File: src/rtl/osd_avalon_burst_reader.sv
// OSD bitmap fetch engine: bursting Avalon-MM reads into a word FIFO, unpacked into
// 1/2/4/8-bit pixels and streamed out as one Avalon-ST packet per frame.
module osd_avalon_burst_reader #(
  parameter int unsigned DATA_LOG  = 5,
  parameter int unsigned PIX_LOG   = 0,
  parameter int unsigned BURST_LOG = 3,
  parameter int unsigned FIFO_LOG  = 4
) (
  input  logic                            clk,
  input  logic                            rst_n,
  input  logic                            start,
  input  logic [31:0]                     frame_addr,
  input  logic [31:0]                     frame_num,
  output logic                            busy,
  output logic                            done,
  output logic [31:0]                     am_address,
  output logic                            am_read,
  output logic [BURST_LOG:0]              am_burstcount,
  output logic [(1<<(DATA_LOG-3))-1:0]    am_byteenable,
  input  logic [(1<<DATA_LOG)-1:0]        am_readdata,
  input  logic                            am_readdatavalid,
  input  logic                            am_waitrequest,
  output logic [(1<<PIX_LOG)-1:0]         dout_data,
  output logic                            dout_valid,
  input  logic                            dout_ready,
  output logic                            dout_startofpacket,
  output logic                            dout_endofpacket
);

  localparam int unsigned DataW  = 1 << DATA_LOG;
  localparam int unsigned PixW   = 1 << PIX_LOG;
  localparam int unsigned PpwLog = DATA_LOG - PIX_LOG;
  localparam int unsigned Ppw    = 1 << PpwLog;
  localparam int unsigned IdxW   = (PpwLog > 0) ? PpwLog : 1;
  localparam int unsigned Depth  = 1 << FIFO_LOG;
  localparam int unsigned BeW    = 1 << (DATA_LOG - 3);
  localparam logic [31:0] ByteMask = 32'(BeW - 1);
  localparam logic [BURST_LOG:0] BurstMax = (BURST_LOG+1)'(1 << BURST_LOG);

  typedef enum logic [1:0] {StIdle, StReq, StWait, StDrain} state_e;

  state_e              state_q, state_d;
  logic [31:0]         addr_q, addr_d;
  logic [31:0]         pix_left_q, pix_left_d;
  logic [31:0]         frame_num_q, frame_num_d;
  logic [32:0]         words_left_q, words_left_d;
  logic [FIFO_LOG:0]   outst_q, outst_d;
  logic [FIFO_LOG:0]   count_q, count_d;
  logic [FIFO_LOG-1:0] wr_ptr_q, wr_ptr_d;
  logic [FIFO_LOG-1:0] rd_ptr_q, rd_ptr_d;
  logic [IdxW-1:0]     pix_idx_q, pix_idx_d;
  logic                done_q, done_d;
  logic [DataW-1:0]    mem_q [Depth];

  logic [31:0]         off_bits, off_pix;
  logic [32:0]         pix_total, words_calc;
  logic [BURST_LOG:0]  next_bc;
  logic [FIFO_LOG+1:0] need;
  logic                room, accept, push, pop, xfer, last_pix, word_end;
  logic [DataW-1:0]    head_sh;

  assign off_bits   = (frame_addr & ByteMask) << 3;
  assign off_pix    = off_bits >> PIX_LOG;
  assign pix_total  = {1'b0, off_pix} + {1'b0, frame_num};
  assign words_calc = (pix_total + 33'(Ppw - 1)) >> PpwLog;

  assign next_bc = (words_left_q >= 33'(BurstMax)) ? BurstMax : words_left_q[BURST_LOG:0];
  // Reserve FIFO space for every word already in flight so a burst can never overflow it.
  assign need = (FIFO_LOG+2)'(count_q) + (FIFO_LOG+2)'(outst_q) + (FIFO_LOG+2)'(next_bc);
  assign room = need <= (FIFO_LOG+2)'(Depth);

  assign am_read       = (state_q == StReq);
  assign am_address    = addr_q;
  assign am_burstcount = am_read ? next_bc : '0;
  assign am_byteenable = am_read ? '1 : '0;
  assign accept        = am_read && !am_waitrequest;
  assign push          = am_readdatavalid;

  assign head_sh    = mem_q[rd_ptr_q] >> (32'(pix_idx_q) << PIX_LOG);
  assign dout_valid = (count_q != '0) && (pix_left_q != '0);
  assign last_pix   = (pix_left_q == 32'd1);
  assign word_end   = (pix_idx_q == IdxW'(Ppw - 1));
  assign xfer       = dout_valid && dout_ready;
  assign pop        = xfer && (word_end || last_pix);

  assign dout_data          = dout_valid ? head_sh[PixW-1:0] : '0;
  assign dout_startofpacket = dout_valid && (pix_left_q == frame_num_q);
  assign dout_endofpacket   = dout_valid && last_pix;
  assign busy               = (state_q != StIdle);
  assign done               = done_q;

  always_comb begin
    state_d      = state_q;
    addr_d       = addr_q;
    pix_left_d   = pix_left_q;
    frame_num_d  = frame_num_q;
    words_left_d = words_left_q;
    pix_idx_d    = pix_idx_q;
    done_d       = 1'b0;
    wr_ptr_d     = push ? wr_ptr_q + 1'b1 : wr_ptr_q;
    rd_ptr_d     = pop ? rd_ptr_q + 1'b1 : rd_ptr_q;
    count_d      = count_q + (FIFO_LOG+1)'(push) - (FIFO_LOG+1)'(pop);
    outst_d      = outst_q + (accept ? (FIFO_LOG+1)'(next_bc) : '0) - (FIFO_LOG+1)'(push);

    unique case (state_q)
      StIdle: begin
        if (start) begin
          if (frame_num == '0) begin
            done_d = 1'b1;
          end else begin
            addr_d       = frame_addr & ~ByteMask;
            pix_left_d   = frame_num;
            frame_num_d  = frame_num;
            words_left_d = words_calc;
            pix_idx_d    = off_pix[IdxW-1:0];
            state_d      = StWait;
          end
        end
      end
      StReq: begin
        if (!am_waitrequest) begin
          addr_d       = addr_q + (32'(next_bc) << (DATA_LOG - 3));
          words_left_d = words_left_q - 33'(next_bc);
          state_d      = StWait;
        end
      end
      StWait: begin
        if (words_left_q == '0) begin
          state_d = StDrain;
        end else if (room) begin
          state_d = StReq;
        end
      end
      StDrain: ;
      default: state_d = StIdle;
    endcase

    if (xfer) begin
      pix_left_d = pix_left_q - 32'd1;
      pix_idx_d  = pop ? '0 : pix_idx_q + 1'b1;
      if (last_pix) begin
        state_d = StIdle;
        done_d  = 1'b1;
      end
    end
  end

  always_ff @(posedge clk or negedge rst_n) begin
    if (!rst_n) begin
      state_q      <= StIdle;
      addr_q       <= '0;
      pix_left_q   <= '0;
      frame_num_q  <= '0;
      words_left_q <= '0;
      outst_q      <= '0;
      count_q      <= '0;
      wr_ptr_q     <= '0;
      rd_ptr_q     <= '0;
      pix_idx_q    <= '0;
      done_q       <= 1'b0;
    end else begin
      state_q      <= state_d;
      addr_q       <= addr_d;
      pix_left_q   <= pix_left_d;
      frame_num_q  <= frame_num_d;
      words_left_q <= words_left_d;
      outst_q      <= outst_d;
      count_q      <= count_d;
      wr_ptr_q     <= wr_ptr_d;
      rd_ptr_q     <= rd_ptr_d;
      pix_idx_q    <= pix_idx_d;
      done_q       <= done_d;
    end
  end

  // Storage needs no reset; emptiness is tracked by count_q alone.
  always_ff @(posedge clk) begin
    if (push) begin
      mem_q[wr_ptr_q] <= am_readdata;
    end
  end

endmodule

File: config.mk
export PLATFORM = sky130hd
export DESIGN_NAME = osd_avalon_burst_reader
export DESIGN_NICKNAME = d
export VERILOG_FILES = /design/src/rtl/osd_avalon_burst_reader.sv
export SDC_FILE = /design/constraint.sdc
export NUM_CORES = 1
export LEC_CHECK = 0
export BUFFER_PORTS_ARGS = -buffer_cell sky130_fd_sc_hd__clkbuf_2
export CAP_MARGIN = 10
export CORE_ASPECT_RATIO = 1.5
export CORE_MARGIN = 2
export CORE_UTILIZATION = 40
export DETAILED_ROUTE_END_ITERATION = 6
export SLEW_MARGIN = 20
export SYNTH_ARGS = -nofsm -noshare
export SYNTH_HDL_FRONTEND = slang
export SYNTH_SLANG_ARGS = --single-unit
export TNS_END_PERCENT = 20
File: constraint.sdc
create_clock -name clk -period 4.7 [get_ports clk]
set_clock_uncertainty 0.05 [all_clocks]
set_input_delay 0.235 -clock clk [delete_from_list [all_inputs] [get_ports clk]]
set_output_delay 0.235 -clock clk [all_outputs]
set_load 0.005 [all_outputs]
==> metrics.json, run 1 <==
{
  "mappedNetlistArea": {"value": 0.0300, "unit": "mm²"},
  "cts.clk_slew.worst_paths": {"value": 60, "unit": "ps"},
  "floorplan.core_area": {"value": 0.0746, "unit": "mm²"},
  "post-cts-setup-buffer-count": {"value": 0},
  "cp-startpoint": {"value": "words_left_q[11]"},
  "place.gp.congestion": {"value": 0.886},
  "endpoint_kind": {"value": "register"},
  "p_leak": {"value": 12.6, "unit": "nW"},
  "worst_r2r_path_depth": {"value": 17},
  "synth-edff-count": {"value": 512},
  "mostFrequentLayoutCell": {"value": "sky130_fd_sc_hd__edfxtp_1"},
  "worst_ep_arrival_time": {"value": 4840, "unit": "ps"},
  "chipHeight": {"value": 340, "unit": "µm"},
  "global_route_wire_length_before_repair": {"value": 127000, "unit": "µm"},
  "routed-via-count": {"value": 19776},
  "most-common-layout-cells": {"value": "sky130_fd_sc_hd__edfxtp_1 (512), sky130_fd_sc_hd__nand2_1 (209), sky130_fd_sc_hd__dfrtp_1 (150)"},
  "peakVddDrop": {"value": 0.000315, "unit": "V"},
  "count_of_standard_cell_rows": {"value": 123},
  "synth_ff_type": {"value": "sky130_fd_sc_hd__edfxtp_1"},
  "crit_path_top_delay_cell": {"value": "sky130_fd_sc_hd__or4_4"},
  "hpwl": {"value": 53800, "unit": "µm"},
  "min_delay_worst_endpoint": {"value": "mem_q[6][27]"},
  "clock_tree.root_cell": {"value": "sky130_fd_sc_hd__clkbuf_16"},
  "finish.net_count": {"value": 2523},
  "timing.final.hold_violations": {"value": 0},
  "min_path_type": {"value": "input port to register"},
  "worst-slew-pin-transition": {"value": 1030, "unit": "ps"},
  "final_period_minus_worst_setup_slack": {"value": 4430, "unit": "ps"},
  "syn_avg_cell_area": {"value": 14.2, "unit": "µm²"},
  "period_share": {"value": 94.3, "unit": "%"},
  "critical_path_peak_fanout": {"value": 4},
  "area_delta_synth_final": {"value": 17.9, "unit": "%"},
  "detailedRoute.firstIterationViolations": {"value": 1731},
  "insertion_delay": {"value": 620, "unit": "ps"},
  "cp-start-kind": {"value": "register"},
  "final-setup-viol-count": {"value": 0},
  "rsz0062_at_grt": {"value": "false"},
  "r2r_end": {"value": "state_q[1]"},
  "cts_buffers": {"value": 68},
  "cts_tree": {"value": "done"},
  "largest_stage_delay_on_the_critical_path": {"value": 570, "unit": "ps"},
  "number_of_global_route_vias_before_repair": {"value": 20391},
  "ctsHtreeMaxLevel": {"value": 3},
  "power.density_cell_area": {"value": 502, "unit": "mW/mm²"},
  "achievable-frequency": {"value": 226, "unit": "MHz"},
  "antenna_violating_nets_post_route": {"value": 0},
  "cp_buf_inv_count": {"value": 2},
  "chip_width": {"value": 228, "unit": "µm"},
  "cts_max_path_buffers": {"value": 3},
  "final_design_area_no_fill": {"value": 0.0354, "unit": "mm²"},
  "globalRouteOverflowTotal": {"value": 0},
  "fin_tns_setup": {"value": 0, "unit": "ps"},
  "synth_cell_type_count": {"value": 92},
  "maxCapViolations": {"value": 0},
  "holdPathStages": {"value": 1},
  "first_pass_iters": {"value": 6},
  "timing_max_transition_violations_final": {"value": 0},
  "worstPathCellList": {"value": "or4_4, nor4_4, and4_1, nor2b_2, nand2_1, fa_1, inv_1, ha_1, inv_1, fa_1, xnor2_1, nor3_2, o221ai_1, a21oi_1, o41ai_1, a211oi_1, a211oi_1"},
  "drc": {"value": 0},
  "timing.reg2reg.setup_slack": {"value": 270, "unit": "ps"},
  "synth.yosys.seq_area_share": {"value": 63.9, "unit": "%"},
  "result_of_the_run": {"value": "complete, no violations"},
  "postPlaceCellArea": {"value": 0.0322, "unit": "mm²"},
  "critPathTopFamily": {"value": "simple AND/OR/NAND/NOR gates"},
  "critPathRequiredTime": {"value": 5110, "unit": "ps"},
  "route.final.wire_length": {"value": 83800, "unit": "µm"},
  "avgRoutedWirePerCell": {"value": 24.5, "unit": "µm"},
  "floorplan.die_area": {"value": 0.0774, "unit": "mm²"},
  "critical_path_depth": {"value": 17},
  "port_buffers": {"value": 146},
  "starting_density_of_the_core": {"value": 40.3, "unit": "%"},
  "worst_hold_slack": {"value": 36.3, "unit": "ps"},
  "final_layout_size_suffix_gt1_share": {"value": 20.1, "unit": "%"},
  "synth-seq-cells": {"value": 665},
  "ioPinCount": {"value": 149},
  "syn_inst_count": {"value": 2113},
  "yosysWarnings": {"value": 0},
  "timing_worst_setup_path_type": {"value": "register to register"},
  "async_reset_ff_share": {"value": 23.0, "unit": "%"},
  "finish.utilization": {"value": 47.4, "unit": "%"},
  "antenna_found_initial": {"value": 4},
  "beginning_of_the_worst_hold_path": {"value": "am_readdata[27]"},
  "via_per_inst": {"value": 5.77},
  "beginning_of_the_worst_register_to_register_path": {"value": "words_left_q[11]"},
  "cts.sinks": {"value": 665},
  "grt_use_total": {"value": 21.7, "unit": "%"},
  "maxSlewHeadroom": {"value": 31.2, "unit": "%"},
  "largest_net_degree_at_the_start_of_global_routing": {"value": 85}
}
how the worst max path moves through the flow:
stage | to | slack (ps)
floorplan | state_q[1] | 520
global placement | state_q[1] | 290
detailed placement | state_q[1] | 70
CTS | state_q[1] | 40
global route | state_q[1] | 90
finish | state_q[1] | 270
per-layer routing:
layer,vias to the layer above,wire (µm),part of all wire [%],track usage (%)
met2,727,44100,53,39.0
li1,8737,-,-,-
met4,6,3380,4.0,9.69
met3,157,4430,5.3,2.89
met5,-,28,0.033,0
met1,10149,31900,38,25.8
state kept, by name, indices dropped and copies added (netlist names):
register      cells
words_left_q     33
pix_left_q       32
count_q           5
state_q           2
frame_num_q      32
done              1
pix_idx_q         5
wr_ptr_q          4
am_address       30
outst_q           5
rd_ptr_q          4
mem_q           512
area by class of cell:
cell class,instances,area [µm²]
timing repair buffer,310,2300
inverter,71,267
tap,1000,1250
antenna,1,2.50
sequential,665,19200
fill,6511,39200
multi-input combinational,1257,10100
clock buffer,87,1840
clock inverter,37,404
Yosys cell counts, types with 18 or more instances:
cell	number	share of area [%]
sky130_fd_sc_hd__edfxtp_1	512	51
sky130_fd_sc_hd__nand2_1	209	2.6
sky130_fd_sc_hd__dfrtp_1	153	13
sky130_fd_sc_hd__mux4_2	117	8.8
sky130_fd_sc_hd__nor2_1	104	1.3
sky130_fd_sc_hd__o21ai_0	83	1.4
sky130_fd_sc_hd__clkbuf_1	74	0.92
sky130_fd_sc_hd__inv_1	68	0.85
sky130_fd_sc_hd__a21oi_1	63	1.0
sky130_fd_sc_hd__mux2i_1	54	1.8
sky130_fd_sc_hd__xor2_1	54	1.6
sky130_fd_sc_hd__nand3_1	46	0.77
sky130_fd_sc_hd__nor3_1	41	0.68
sky130_fd_sc_hd__ha_1	40	1.7
sky130_fd_sc_hd__nand4_1	37	0.77
sky130_fd_sc_hd__nor4_1	37	0.77
sky130_fd_sc_hd__o22ai_1	23	0.48
sky130_fd_sc_hd__o211ai_1	20	0.50
sky130_fd_sc_hd__xnor2_1	18	0.52
per-stage QoR:
stage / cells / setup slack (ps) / power [mW]
2_1_floorplan: 2114 / 519 / 10.6
3_3_place_gp: 3203 / 289 / 12.1
3_5_place_dp: 3204 / 72.1 / 12.3
4_1_cts: 3427 / 37.2 / 17.9
5_1_grt: 3428 / 87.0 / 18.6
6_report: 3428 / 267 / 17.8
cells by family (layout without fill, tap and decap cells):
| family | Yosys count | after routing | synth area share [%] |
|---|---|---|---|
| flops | 665 | 665 | 63.9 |
| buf+inv | 192 | 505 | 2.80 |
| xor+xnor | 72 | 72 | 2.10 |
| mux | 174 | 174 | 10.7 |
| other cells | 2 | 4 | 0.0250 |
| simple gates | 593 | 593 | 9.86 |
| compound gates | 367 | 367 | 8.42 |
| fa+ha+maj | 48 | 48 | 2.20 |
where the power goes:
group	switching [mW]	internal, mW
registers	0.761	7.30
clock network	2.33	3.18
logic	2.48	1.72
timing repair:
item | in CTS | in global routing
hold buffers | 99 | 0
resized for setup | 0 | 4
setup endpoints to repair | 0 | 2
endpoints found under the hold margin | 673 | 0
Note: power is estimated with default switching activity, not from simulation.
==> inputs of run 2 (changes only) <==
--- a/config.mk
+++ b/config.mk
@@ -9,8 +9,10 @@
 export CAP_MARGIN = 10
 export CORE_ASPECT_RATIO = 1.5
 export CORE_MARGIN = 2
-export CORE_UTILIZATION = 40
+export CORE_UTILIZATION = 55
+export CTS_BUF_LIST = sky130_fd_sc_hd__clkbuf_16
 export DETAILED_ROUTE_END_ITERATION = 6
+export PLACE_DENSITY = 0.73
 export SLEW_MARGIN = 20
 export SYNTH_ARGS = -nofsm -noshare
 export SYNTH_HDL_FRONTEND = slang
==> metrics.json, run 2 (same netlist as run 1, synthesis figures left out) <==
{
  "antenna_found_initial": {"value": 2, "change": "-2"},
  "maxSlewHeadroom": {"value": 27.0, "unit": "%", "change": "-4.2 points"},
  "p_clk_share": {"value": 29.3, "unit": "%", "change": "-1.7 points"},
  "cts.clk_slew.worst_paths": {"value": 70, "unit": "ps", "change": "about the same"},
  "critPathRequiredTime": {"value": 5140, "unit": "ps", "change": "+30 ps"},
  "power.density_cell_area": {"value": 498, "unit": "mW/mm²", "change": "-0.80%"},
  "most-common-layout-cells": {"value": "sky130_fd_sc_hd__edfxtp_1 (512), sky130_fd_sc_hd__nand2_1 (209), sky130_fd_sc_hd__dfrtp_1 (150)"},
  "ioPinCount": {"value": 149, "change": "unchanged"},
  "insertion_delay": {"value": 640, "unit": "ps", "change": "+20 ps"},
  "cts.sinks": {"value": 665, "change": "unchanged"},
  "final_layout_size_suffix_gt1_share": {"value": 20.0, "unit": "%", "change": "-0.16 points"},
  "drc": {"value": 0, "change": "unchanged"},
  "global_route_wire_length_before_repair": {"value": 123000, "unit": "µm", "change": "-3.5%"},
  "final_period_minus_worst_setup_slack": {"value": 4470, "unit": "ps", "change": "+36.0 ps"},
  "post-cts-setup-buffer-count": {"value": 0, "change": "unchanged"},
  "worst_r2r_path_depth": {"value": 17, "change": "unchanged"},
  "total_power": {"value": 17.3, "unit": "mW", "change": "-2.5%"},
  "antenna_violating_nets_post_route": {"value": 0, "change": "unchanged"},
  "cts_tree": {"value": "done"},
  "fin_ws": {"value": 231, "unit": "ps", "change": "-36.0 ps"},
  "cell_internal_power": {"value": 11.9, "unit": "mW", "change": "-2.8%"},
  "timing.final.hold_violations": {"value": 0, "change": "unchanged"},
  "route.final.wire_length": {"value": 80500, "unit": "µm", "change": "-3.9%"},
  "dpl_worst_slack": {"value": 103, "unit": "ps", "change": "+31.4 ps"},
  "peakVddDrop": {"value": 0.000460, "unit": "V", "change": "+46%"},
  "globalRouteOverflowTotal": {"value": 0, "change": "unchanged"},
  "largest_registers": {"value": "mem_q (512), words_left_q (33)"},
  "largest_net_degree_at_the_start_of_global_routing": {"value": 84, "change": "-1.2%"},
  "clock_tree.root_cell": {"value": "sky130_fd_sc_hd__clkbuf_16"},
  "worst-slew-pin-transition": {"value": 1100, "unit": "ps", "change": "+66.1 ps"},
  "timing.reg2reg.setup_slack": {"value": 230, "unit": "ps", "change": "-40 ps"},
  "switching_share": {"value": 31.5, "unit": "%", "change": "+0.20 points"},
  "beginning_of_the_worst_hold_path": {"value": "frame_addr[1]"},
  "number_of_global_route_vias_before_repair": {"value": 20591, "change": "+0.98%"},
  "ctsHtreeMaxLevel": {"value": 2, "change": "-1"},
  "first_pass_iters": {"value": 7, "change": "+1"},
  "count_of_standard_cell_rows": {"value": 104, "change": "-15%"},
  "cts_max_path_buffers": {"value": 3, "change": "unchanged"},
  "finish.net_count": {"value": 2512, "change": "-0.44%"},
  "fin_tns_setup": {"value": 0, "unit": "ps", "change": "unchanged"},
  "chip_width": {"value": 195, "unit": "µm", "change": "-14%"},
  "worst_hold_slack": {"value": 49.4, "unit": "ps", "change": "+13.1 ps"},
  "port_buffers": {"value": 146, "change": "unchanged"},
  "min_path_type": {"value": "input port to register"},
  "cts_buffers": {"value": 60, "change": "-12%"},
  "floorplan.die_area": {"value": 0.0565, "unit": "mm²", "change": "-27%"},
  "result_of_the_run": {"value": "complete, no violations"},
  "achievable-frequency": {"value": 224, "unit": "MHz", "change": "-0.81%"},
  "largest_register_ffs": {"value": 512, "change": "unchanged"},
  "maxCapViolations": {"value": 0, "change": "unchanged"},
  "finish.utilization": {"value": 64.6, "unit": "%", "change": "+17 points"},
  "starting_density_of_the_core": {"value": 55.8, "unit": "%", "change": "+16 points"},
  "cp-start-kind": {"value": "register"},
  "avgRoutedWirePerCell": {"value": 26.0, "unit": "µm", "change": "+6.2%"},
  "holdPathStages": {"value": 5, "change": "+4"},
  "critical_path_peak_fanout": {"value": 7, "change": "+3"},
  "hpwl": {"value": 50400, "unit": "µm", "change": "-6.3%"},
  "place.gp.congestion": {"value": 0.922, "change": "+4.0%"},
  "floorplan.core_area": {"value": 0.0539, "unit": "mm²", "change": "-28%"},
  "timing_max_transition_violations_final": {"value": 0, "change": "unchanged"},
  "area_delta_synth_final": {"value": 15.8, "unit": "%"},
  "pwr-share-comb": {"value": 24.0, "unit": "%", "change": "+0.4 points"},
  "grt_use_total": {"value": 28.6, "unit": "%", "change": "+6.9 points"},
  "detailedRoute.firstIterationViolations": {"value": 1854, "change": "+7.1%"},
  "endpoint_kind": {"value": "register"},
  "via_per_inst": {"value": 6.49, "change": "+12%"},
  "final-setup-viol-count": {"value": 0, "change": "unchanged"},
  "p_leak": {"value": 12.5, "unit": "nW", "change": "-0.99%"},
  "min_delay_worst_endpoint": {"value": "pix_idx_q[4]"},
  "mostFrequentLayoutCell": {"value": "sky130_fd_sc_hd__edfxtp_1"},
  "rsz0062_at_grt": {"value": "false"},
  "worst_ep_arrival_time": {"value": 4900, "unit": "ps", "change": "+60 ps"},
  "timing_worst_setup_path_type": {"value": "register to register"},
  "beginning_of_the_worst_register_to_register_path": {"value": "words_left_q[9]"},
  "period_share": {"value": 95.1, "unit": "%", "change": "+0.77 points"},
  "routed-via-count": {"value": 20118, "change": "+1.7%"},
  "chipHeight": {"value": 290, "unit": "µm", "change": "-15%"},
  "r2r_end": {"value": "state_q[1]"},
  "relative_contribution_of_sequential_cells_to_total_power": {"value": 46.7, "unit": "%", "change": "+1.3 points"},
  "register_with_the_highest_flop_count": {"value": "mem_q"},
  "net-switching-power": {"value": 5.46, "unit": "mW", "change": "-1.9%"}
}
[run 2: worst max-delay path: stages (launching register included)]
cell and delay [ps]:
sky130_fd_sc_hd__dfrtp_1 460, sky130_fd_sc_hd__or4_4 540, sky130_fd_sc_hd__nor4_4 200, sky130_fd_sc_hd__and4_1 330, sky130_fd_sc_hd__nor2b_2 230, sky130_fd_sc_hd__nand2_1 140
sky130_fd_sc_hd__fa_1 460, sky130_fd_sc_hd__inv_1 70, sky130_fd_sc_hd__ha_1 160, sky130_fd_sc_hd__inv_1 50, sky130_fd_sc_hd__fa_1 410, sky130_fd_sc_hd__xnor2_1 150
sky130_fd_sc_hd__nor3_1 240, sky130_fd_sc_hd__o221ai_1 210, sky130_fd_sc_hd__a21oi_2 210, sky130_fd_sc_hd__o41ai_1 100, sky130_fd_sc_hd__a211oi_1 230, sky130_fd_sc_hd__a211oi_1 70
[run 2: routing by layer]
layer  share of wire, %  vias up  global-route usage, %
met1                 36    10060                   35.1
met2                 51     1065                   49.9
met5              0.014        -                      0
met4                5.4        2                   13.5
met3                7.8      273                   4.42
li1                   -     8718                      -
[run 2: power groups by stage]
stage	logic [mW]	clock network, mW	registers, mW
detailed placement	4.03	0	8.18
floorplan	2.75	0	7.89
global placement	3.88	0	8.12
CTS	4.13	5.15	8.07
global route	4.53	5.36	8.18
finish	4.16	5.07	8.09
[run 2: per-stage QoR]
step,cell area [µm²],instances
3_5_place_dp,31700,2890
3_3_place_gp,31700,2890
6_report,34800,3102
5_1_grt,34800,3102
4_1_cts,34800,3101
2_1_floorplan,30000,2114
[run 2: area by class of cell]
| class | instances | area, µm² |
|---|---|---|
| multi-input cells | 1257 | 10100 |
| inverters | 71 | 267 |
| clock inverters | 52 | 558 |
| fillers | 3783 | 19100 |
| diodes | 1 | 2.50 |
| flip-flops and latches | 665 | 19200 |
| well taps | 689 | 862 |
| repair buffers | 307 | 2240 |
| clock buffers | 60 | 1500 |
[run 2: how the worst max path moves through the flow]
stage                           from         end  slack (ps)
floorplan           words_left_q[11]  state_q[1]         520
CTS                  words_left_q[6]  state_q[1]          90
global route         words_left_q[9]  state_q[1]           6
global placement     words_left_q[6]  state_q[1]         310
detailed placement   words_left_q[6]  state_q[1]         100
finish               words_left_q[9]  state_q[1]         230
[run 2: repair_timing]
action / 4_1_cts / 5_1_grt
setup endpoints to repair: 0 / 1
gates resized for setup: 0 / 5
hold endpoints to repair: 690 / 0
hold buffers: 99 / 0
